File: src/rtl/llc_sched.sv
// llc_sched: LLC front-end scheduler.
// Picks at most one input source per cycle: reset/flush, request replay,
// DMA burst resume, L2 response, or L2 request/DMA with round-robin between them.
// It steps each granted transaction through decode and process.
// For reset/flush it walks every set once, doing one decode/process pair per set.
module llc_sched #(
    parameter int SETS  = 256,
    parameter int SET_W = 8
) (
    input  logic             clk,
    input  logic             rst,

    input  logic             rst_valid,
    output logic             rst_ready,
    input  logic             rst_is_flush,
    input  logic             rsp_valid,
    output logic             rsp_ready,
    input  logic             req_valid,
    output logic             req_ready,
    input  logic             dma_valid,
    output logic             dma_ready,

    input  logic             req_stall,
    input  logic             req_in_stalled_valid,
    input  logic             recall_pending,
    input  logic             dma_to_resume,
    input  logic             proc_done,

    output logic [2:0]       sel,
    output logic             decode_en,
    output logic [SET_W-1:0] sweep_set,
    output logic             sweep_is_flush,
    output logic             sweep_done,
    output logic             busy
);

    // FSM encoding
    localparam logic [2:0] ST_IDLE       = 3'd0;
    localparam logic [2:0] ST_DECODE     = 3'd1;
    localparam logic [2:0] ST_PROC       = 3'd2;
    localparam logic [2:0] ST_SWEEP      = 3'd3;
    localparam logic [2:0] ST_SWEEP_WAIT = 3'd4;

    // Transaction source codes driven on sel
    localparam logic [2:0] SEL_NONE       = 3'd0;
    localparam logic [2:0] SEL_SWEEP      = 3'd1;
    localparam logic [2:0] SEL_RSP        = 3'd2;
    localparam logic [2:0] SEL_REQ        = 3'd3;
    localparam logic [2:0] SEL_DMA        = 3'd4;
    localparam logic [2:0] SEL_REQ_RESUME = 3'd5;
    localparam logic [2:0] SEL_DMA_RESUME = 3'd6;

    localparam logic [SET_W-1:0] LAST_SET = SET_W'(SETS - 1);

    logic [2:0] state;
    logic       rr;             // 0: req wins a req/dma tie, 1: dma wins

    // Source eligibility, independent of state
    logic req_resume_ok;
    logic dma_resume_ok;
    logic req_elig;
    logic dma_elig;

    // One-hot grant strobes, only ever active in IDLE outside reset
    logic grant_rst;
    logic grant_req_resume;
    logic grant_dma_resume;
    logic grant_rsp;
    logic grant_req;
    logic grant_dma;

    assign req_resume_ok = req_in_stalled_valid & ~req_stall;
    assign dma_resume_ok = dma_to_resume & ~recall_pending;
    assign req_elig      = req_valid & ~req_stall & ~recall_pending & ~req_in_stalled_valid;
    assign dma_elig      = dma_valid & ~dma_to_resume & ~recall_pending;

    // Fixed-priority arbitration with a round-robin tie-break between req and dma
    always_comb begin
        // NOTE: every output of this block gets a default first, so no path can
        // leave one unassigned and infer a latch.
        grant_rst        = 1'b0;
        grant_req_resume = 1'b0;
        grant_dma_resume = 1'b0;
        grant_rsp        = 1'b0;
        grant_req        = 1'b0;
        grant_dma        = 1'b0;
        if (!rst && state == ST_IDLE) begin
            if (rst_valid) begin
                grant_rst = 1'b1;
            end else if (req_resume_ok) begin
                grant_req_resume = 1'b1;
            end else if (dma_resume_ok) begin
                grant_dma_resume = 1'b1;
            end else if (rsp_valid) begin
                grant_rsp = 1'b1;
            end else if (req_elig && dma_elig) begin
                grant_req = ~rr;
                grant_dma = rr;
            end else begin
                grant_req = req_elig;
                grant_dma = dma_elig;
            end
        end
    end

    // Resume grants take no handshake, so they have no ready output.
    assign rst_ready = grant_rst;
    assign rsp_ready = grant_rsp;
    assign req_ready = grant_req;
    assign dma_ready = grant_dma;

    assign decode_en = (state == ST_DECODE) || (state == ST_SWEEP);
    assign busy      = (state != ST_IDLE);

    // State, selected source, sweep counter and round-robin pointer
    always_ff @(posedge clk) begin
        if (rst) begin
            state          <= ST_IDLE;
            sel            <= SEL_NONE;
            sweep_set      <= '0;
            sweep_is_flush <= 1'b0;
            sweep_done     <= 1'b0;
            rr             <= 1'b0;
        end else begin
            // NOTE: sequential state uses non-blocking assignments so every
            // register samples the pre-edge values regardless of statement order.
            sweep_done <= 1'b0;
            case (state)
                ST_IDLE: begin
                    if (grant_rst) begin
                        sel            <= SEL_SWEEP;
                        sweep_is_flush <= rst_is_flush;
                        sweep_set      <= '0;
                        state          <= ST_SWEEP;
                    end else if (grant_req_resume) begin
                        sel   <= SEL_REQ_RESUME;
                        state <= ST_DECODE;
                    end else if (grant_dma_resume) begin
                        sel   <= SEL_DMA_RESUME;
                        state <= ST_DECODE;
                    end else if (grant_rsp) begin
                        sel   <= SEL_RSP;
                        state <= ST_DECODE;
                    end else if (grant_req) begin
                        sel   <= SEL_REQ;
                        rr    <= 1'b1;
                        state <= ST_DECODE;
                    end else if (grant_dma) begin
                        sel   <= SEL_DMA;
                        rr    <= 1'b0;
                        state <= ST_DECODE;
                    end
                end
                ST_DECODE: begin
                    state <= ST_PROC;
                end
                ST_PROC: begin
                    if (proc_done) begin
                        sel   <= SEL_NONE;
                        state <= ST_IDLE;
                    end
                end
                ST_SWEEP: begin
                    state <= ST_SWEEP_WAIT;
                end
                ST_SWEEP_WAIT: begin
                    if (proc_done) begin
                        if (sweep_set == LAST_SET) begin
                            sweep_done <= 1'b1;
                            sel        <= SEL_NONE;
                            state      <= ST_IDLE;
                        end else begin
                            sweep_set <= sweep_set + SET_W'(1);
                            state     <= ST_SWEEP;
                        end
                    end
                end
                default: begin
                    sel   <= SEL_NONE;
                    state <= ST_IDLE;
                end
            endcase
        end
    end

endmodule

File: config.mk
export PLATFORM = sky130hd
export DESIGN_NAME = llc_sched
export DESIGN_NICKNAME = d
export VERILOG_FILES = /design/src/rtl/llc_sched.sv
export SDC_FILE = /design/constraint.sdc
export NUM_CORES = 1
export LEC_CHECK = 0
export ABC_AREA = 1
export BUFFER_PORTS_ARGS = -buffer_cell sky130_fd_sc_hd__buf_2
export CORE_MARGIN = 2
export CORE_UTILIZATION = 45
export DETAILED_ROUTE_END_ITERATION = 16
export MAX_ROUTING_LAYER = met4
export PLACE_DENSITY = 0.72
export SLEW_MARGIN = 40
export SYNTH_ARGS = -nofsm -noshare
export SYNTH_HDL_FRONTEND = slang
export SYNTH_SLANG_ARGS = --single-unit
File: constraint.sdc
create_clock -name clk -period 1.85 [get_ports clk]
set_input_delay 0.37 -clock clk [delete_from_list [all_inputs] [get_ports clk]]
set_output_delay 0.37 -clock clk [all_outputs]
set_load 0.01 [all_outputs]
Word-level counts from Yosys, hierarchy flattened
Index checks and enable logic that the tools add are counted.
{"block": "totals", "wordCells": 104, "out_inout_bits": 19, "in_bits": 12, "ff_bits": 17}
{"block": "classes", "n_eq_ne": 11, "n_reduce_logical": 15, "bitwise_logic": 19, "n_addsub": 1, "mux": 52}
{"cell": "3-bit 2-to-1 mux", "count": 16}
{"cell": "1-bit 2-to-1 mux", "count": 29}
{"cell": "8-bit 2-to-1 mux", "count": 3}
{"cell": "8-bit case mux with 2 select lines", "count": 1}
{"cell": "3-bit case mux with 5 select lines", "count": 1}
{"cell": "1-bit NOT", "count": 12}
{"cell": "3-bit case mux with 4 select lines", "count": 1}
{"cell": "2-bit inequality test, second input constant", "count": 5}
{"cell": "8-bit by 1-bit adder with 8-bit output, second input constant", "count": 1}
{"cell": "8-bit equality test, second input constant", "count": 1}
{"cell": "1-bit AND", "count": 7}
{"cell": "7-bit inequality test, second input constant", "count": 1}
{"cell": "3-bit by 2-bit equality test with 1-bit output, second input constant", "count": 2}
{"cell": "6-bit AND reduction", "count": 1}
{"cell": "5-bit AND reduction", "count": 1}
{"cell": "4-bit AND reduction", "count": 1}
{"cell": "2-bit nonzero test", "count": 2}
{"cell": "3-bit by 1-bit equality test with 1-bit output, second input constant", "count": 1}
{"cell": "3-bit equality test, second input constant", "count": 1}
{"cell": "3-bit logical NOT", "count": 1}
{"cell": "3-bit AND reduction", "count": 1}
{"cell": "3-bit nonzero test", "count": 1}
{"cell": "3-bit OR reduction", "count": 1}
{"cell": "1-bit logical AND", "count": 2}
{"cell": "other kinds (5)", "count": 5}

Logic depth before layout (Yosys ltp)
{"block": "depth", "depth_word": 18, "depth_mapped": 12, "mapped_depth_nobuf": 12}

Worst setup path after synthesis
Ideal clock, no wire load.
{"block": "synth_path", "kind": "register to register", "start": "register sweep_set[0]", "end": "register sweep_set[7]", "synth_period_minus_slack_ps": 1530, "path_stages_with_launch": 10, "arrival_ps": 1460, "setup_ps": 70, "t_required_ps": 1780, "path_buffers": 0, "setup_slack_ps": 320, "cell_sequence": "dfxtp_1 ha_1 nand2_1 nor2_1 nand4_1 nor2_1 nor2_4 inv_1 nand2_1 a21oi_1"}
{"block": "synth_between", "elab_chain_len": 4, "word_cells_on_any_way": 7, "classes_between": "1 x add/sub; 2 x eq/ne; 3 x mux; 1 x reduce/logical"}
{"item": "start, declared", "line": "31", "source": "output logic [SET_W-1:0] sweep_set,"}
{"item": "start signal, assigned", "line": "173", "source": "sweep_set <= sweep_set + SET_W'(1);"}
{"item": "8-bit by 1-bit adder with 8-bit output", "line": "173"}
{"item": "8-bit 2-to-1 mux", "line": "168", "source": "if (sweep_set == LAST_SET) begin"}
{"item": "8-bit 2-to-1 mux", "line": "167", "source": "if (proc_done) begin"}
{"item": "8-bit case mux with 2 select lines", "line": "128", "source": "case (state)"}
Several ways; a longest one is shown, not always the timed one. The select of a mux whose other input is x is not followed.
A chain may end at the register's enable or synchronous reset.

Worst setup path after layout
{"block": "layout_path", "start": "register state[1]", "end": "output rst_ready"}
{"block": "layout_between", "elab_chain_len": 3}
{"item": "start, declared", "line": "55", "source": "logic [2:0] state;"}
{"item": "start signal, assigned", "line": "118", "source": "state <= ST_IDLE;"}
{"item": "start signal, assigned", "line": "134", "source": "state <= ST_SWEEP;"}
{"item": "start signal, assigned", "line": "137", "source": "state <= ST_DECODE;"}
{"item": "3-bit logical NOT", "line": "87", "source": "if (!rst && state == ST_IDLE) begin"}
{"item": "1-bit logical AND", "line": "87"}
{"item": "1-bit 2-to-1 mux", "line": "87"}
{"item": "end, declared", "line": "14", "source": "output logic rst_ready,"}
Every way passes these cells.

==> run_results.csv <==
group,metric,value,unit
synthesis,synth-edff-count,0,
cts,cts_tree,"yes",
sta,finalCriticalPeriod,1.763,ns
synthesis,yosysTopAreaCell,"dfxtp_1",
critical_path,startpoint_type,"register",
sta,skew,0.002007,ns
critical_path,cp_slowest_cell,"dfxtp_2",
flow_run,cap_violations,0,
route,vias,1135,
critical_path,crit_path_start,"state[1]",
pwr,p_per_area,894.1,nW/µm²
route,drc_errors,0,
synthesis,yosys_most_used_dff,"dfxtp_1",
cells_and_area,fin_nets,217,
cts,cts.clk_slew.worst_paths,0.10,ns
cts,cts_sinks,17,
critical_path,rrSetupSlack,0.17,ns
critical_path,critPathMaxStageDelay,0.35,ns
sta,hold_viol,0,
critical_path,cpMostUsedCell,"nor2_4",
global_route,grt_usage,0.1996,
sta,final-max-slew-violation-count,0,
critical_path,setup.worst_path.class,"register to primary output",
sta,tightest_slew,0.4002,ns
global_route,grt_max_degree,11,
cts,htreeDepth,1,
critical_path,worstReg2RegEnd,"sweep_set[4]",
floorplanning,row_count,17,
cts,cts_buffer_depth,2,
route,drt_pass1_iterations,4,
floorplanning,start_util,0.4773,
critical_path,worstReg2RegStart,"state[1]",
global_route,grt_pass1_vias,950,
place,io_buffers,30,
place,gp_congestion,0.8827,
pwr,p_leak,0.6984,nW
synthesis,synth_area_per_cell,6.461,µm²
sta,rsz0062_at_grt,"true",
cells_and_area,drive_above_1_share,0.2906,
cts,clkLatencyLatePin,0.29,ns
sta,period_share,0.9528,
synthesis,syn-num-nets,178,
sta,slew_headroom,0.7322,
synthesis,yosysSeqAreaShare,0.3192,
global_route,antenna_found_initial,0,
cts,cts_buffers,3,
cells_and_area,synthToLayoutAreaGrowth,24.41,%
floorplanning,dieArea,2774,µm²
synthesis,synth_cells,165,
critical_path,endpoint_kind,"primary output",
route,postRouteAntennaNets,0,
synthesis,async_reset_ff_frac,0,
synthesis,synth_top_area_share,0.3192,
floorplanning,die_y,52.67,µm
pwr,ir_worst_vdd,0.5210,mV
synthesis,synth_area_leaders,"dfxtp_1, inv_1, nand2_1, nor2_1, a21oi_1",
critical_path,critPathMaxFanout,5,
place,placed_area,1251,µm²
floorplanning,coreArea,2233,µm²
sta,setup_ws,0.08731,ns
synthesis,yosys_warnings,0,
global_route,grt_overflow,0,
critical_path,rr_worst_depth,9,
route,wire_per_inst,10.34,µm
critical_path,endpoint,"rst_ready",
worst_hold_path,hp-class,"primary input to register",
critical_path,arrival,1.39,ns
run_status,run_status,"finished clean",
global_route,grt_pass1_wl,3967,µm
cts,clockRootBuffer,"clkbuf_4",
floorplanning,top_level_ports,31,
cells_and_area,antenna_cells,0,
route,drt-total-wl,2389,µm
sta,max_freq,567.3,MHz
synthesis,netlist_area,1066,µm²
critical_path,critPathRequiredTime,1.48,ns
floorplanning,die_x,52.67,µm
cells_and_area,fill_cells,227,
place,pre_cts_slack,0.1719,ns
cells_and_area,stdcell_area,1326,µm²
synthesis,ys_top_cells_by_count,"inv_1, nand2_1, nor2_1",
route,drt-initial-drc-count,19,
place,hpwl,1880,µm
route,viasPerCell,4.913,
synthesis,ys_ff_latch,17,
synthesis,ys_types,27,
sta,setup_violations,0,
critical_path,cp_cell_sequence,"nor2_4 > nand3_4 > buf_4 > nor2_4 > buf_2",
[worst max-delay path: cells and delay by family (launching register included)]
family,cells,cell delay [ns]
buffers and inverters,2,0.32
and+or+nand+nor,3,0.43
DFF,1,0.35
[cells by family (layout without fill, tap and decap cells)]
logic type / Yosys count / count (layout) / share of synthesized area
DFF: 17 / 17 / 0.3193
buffers and inverters: 35 / 73 / 0.1315
xor gates and xnor gates: 1 / 1 / 0.008217
AOI/OAI and AO/OA: 21 / 21 / 0.1221
adders and majority gates: 1 / 1 / 0.01174
and+or+nand+nor: 90 / 90 / 0.4073
[how the worst min path moves through the flow]
stage,start,end,slack (ns),cells past startpoint
5_1_grt,rst_is_flush,sweep_is_flush,0.29,2
3_3_place_gp,rr,rr,0.45,2
2_1_floorplan,rr,rr,0.44,2
4_1_cts,rst_is_flush,sweep_is_flush,0.29,2
6_report,rst_is_flush,sweep_is_flush,0.30,2
3_5_place_dp,rr,rr,0.46,2
[metrics by stage]
stage           power, W  hold slack [ns]   TNS, ns  cells    util
2_1_floorplan  0.0008176           0.4406         0    165       -
3_3_place_gp   0.0009388           0.4526         0    223  0.5602
3_5_place_dp   0.0009492           0.4620         0    223  0.5602
4_1_cts         0.001159           0.2926         0    227  0.5748
5_1_grt         0.001298           0.2866  -0.03292    231  0.5938
6_report        0.001186           0.2984         0    231  0.5938
[report_power, final]
part	leakage (nW)	total, W	internal, W	switching, W
Clock	0.0177	0.000200	0.0000804	0.000120
Combinational	0.541	0.000545	0.000212	0.000334
Sequential	0.140	0.000440	0.000410	0.0000304
Total	0.698	0.00119	0.000702	0.000484
[cell usage in the layout (no fill, tap or decap)]
cell type	synthesis	final
inv_6	1	1
clkinv_2	0	1
clkbuf_4	0	3
a211oi_1	1	1
nand3_1	5	5
dfxtp_2	0	3
buf_2	0	30
inv_1	33	33
nand2_4	1	1
xor2_1	1	1
nor2_4	3	4
nor3_1	2	2
o21bai_2	1	1
ha_1	1	1
a21oi_2	0	1
nor4_1	1	1
a22o_2	1	1
nand2_1	33	33
nor2_1	32	30
nand3_4	1	1
buf_4	1	5
a21oi_1	11	10
o21ai_2	1	1
a31oi_1	1	1
dfxtp_1	17	14
nand3_2	3	3
nor2_2	1	2
nand4_1	7	7
o21a_1	1	1
or2_2	1	1
o221ai_1	1	1
o21ai_0	3	3
[repair_timing]
item,CTS,global route
pin swaps,0,4
buffers inserted,0,4
setup endpoints to repair,1,8
hold buffers,0,0
gates resized for setup,1,6
[layer usage]
layer	part of all wire	vias to the layer above	GRT usage
met3	0.041	4	0.03429
met1	0.49	511	0.2531
met4	0.010	0	0.07692
met2	0.46	24	0.3167
met5	0	-	-
li1	-	596	-
[sequential cells by signal, indices dropped and copies added (netlist names)]
register and cells:
rr 1, sel 3, state 3, sweep_done 1
sweep_is_flush 1, sweep_set 8
[layout make-up]
class	count	area, µm²	share of cell area
clock buffers	3	22.52	0.01698
clock inverters	1	5.005	0.003774
inverters	34	132.6	0.1000
multi-input cells	113	599.3	0.4519
flip-flops and latches	17	344.1	0.2594
well taps	28	35.03	0.02642
repair buffers	35	187.7	0.1415
(Power assumes the default switching activity.)
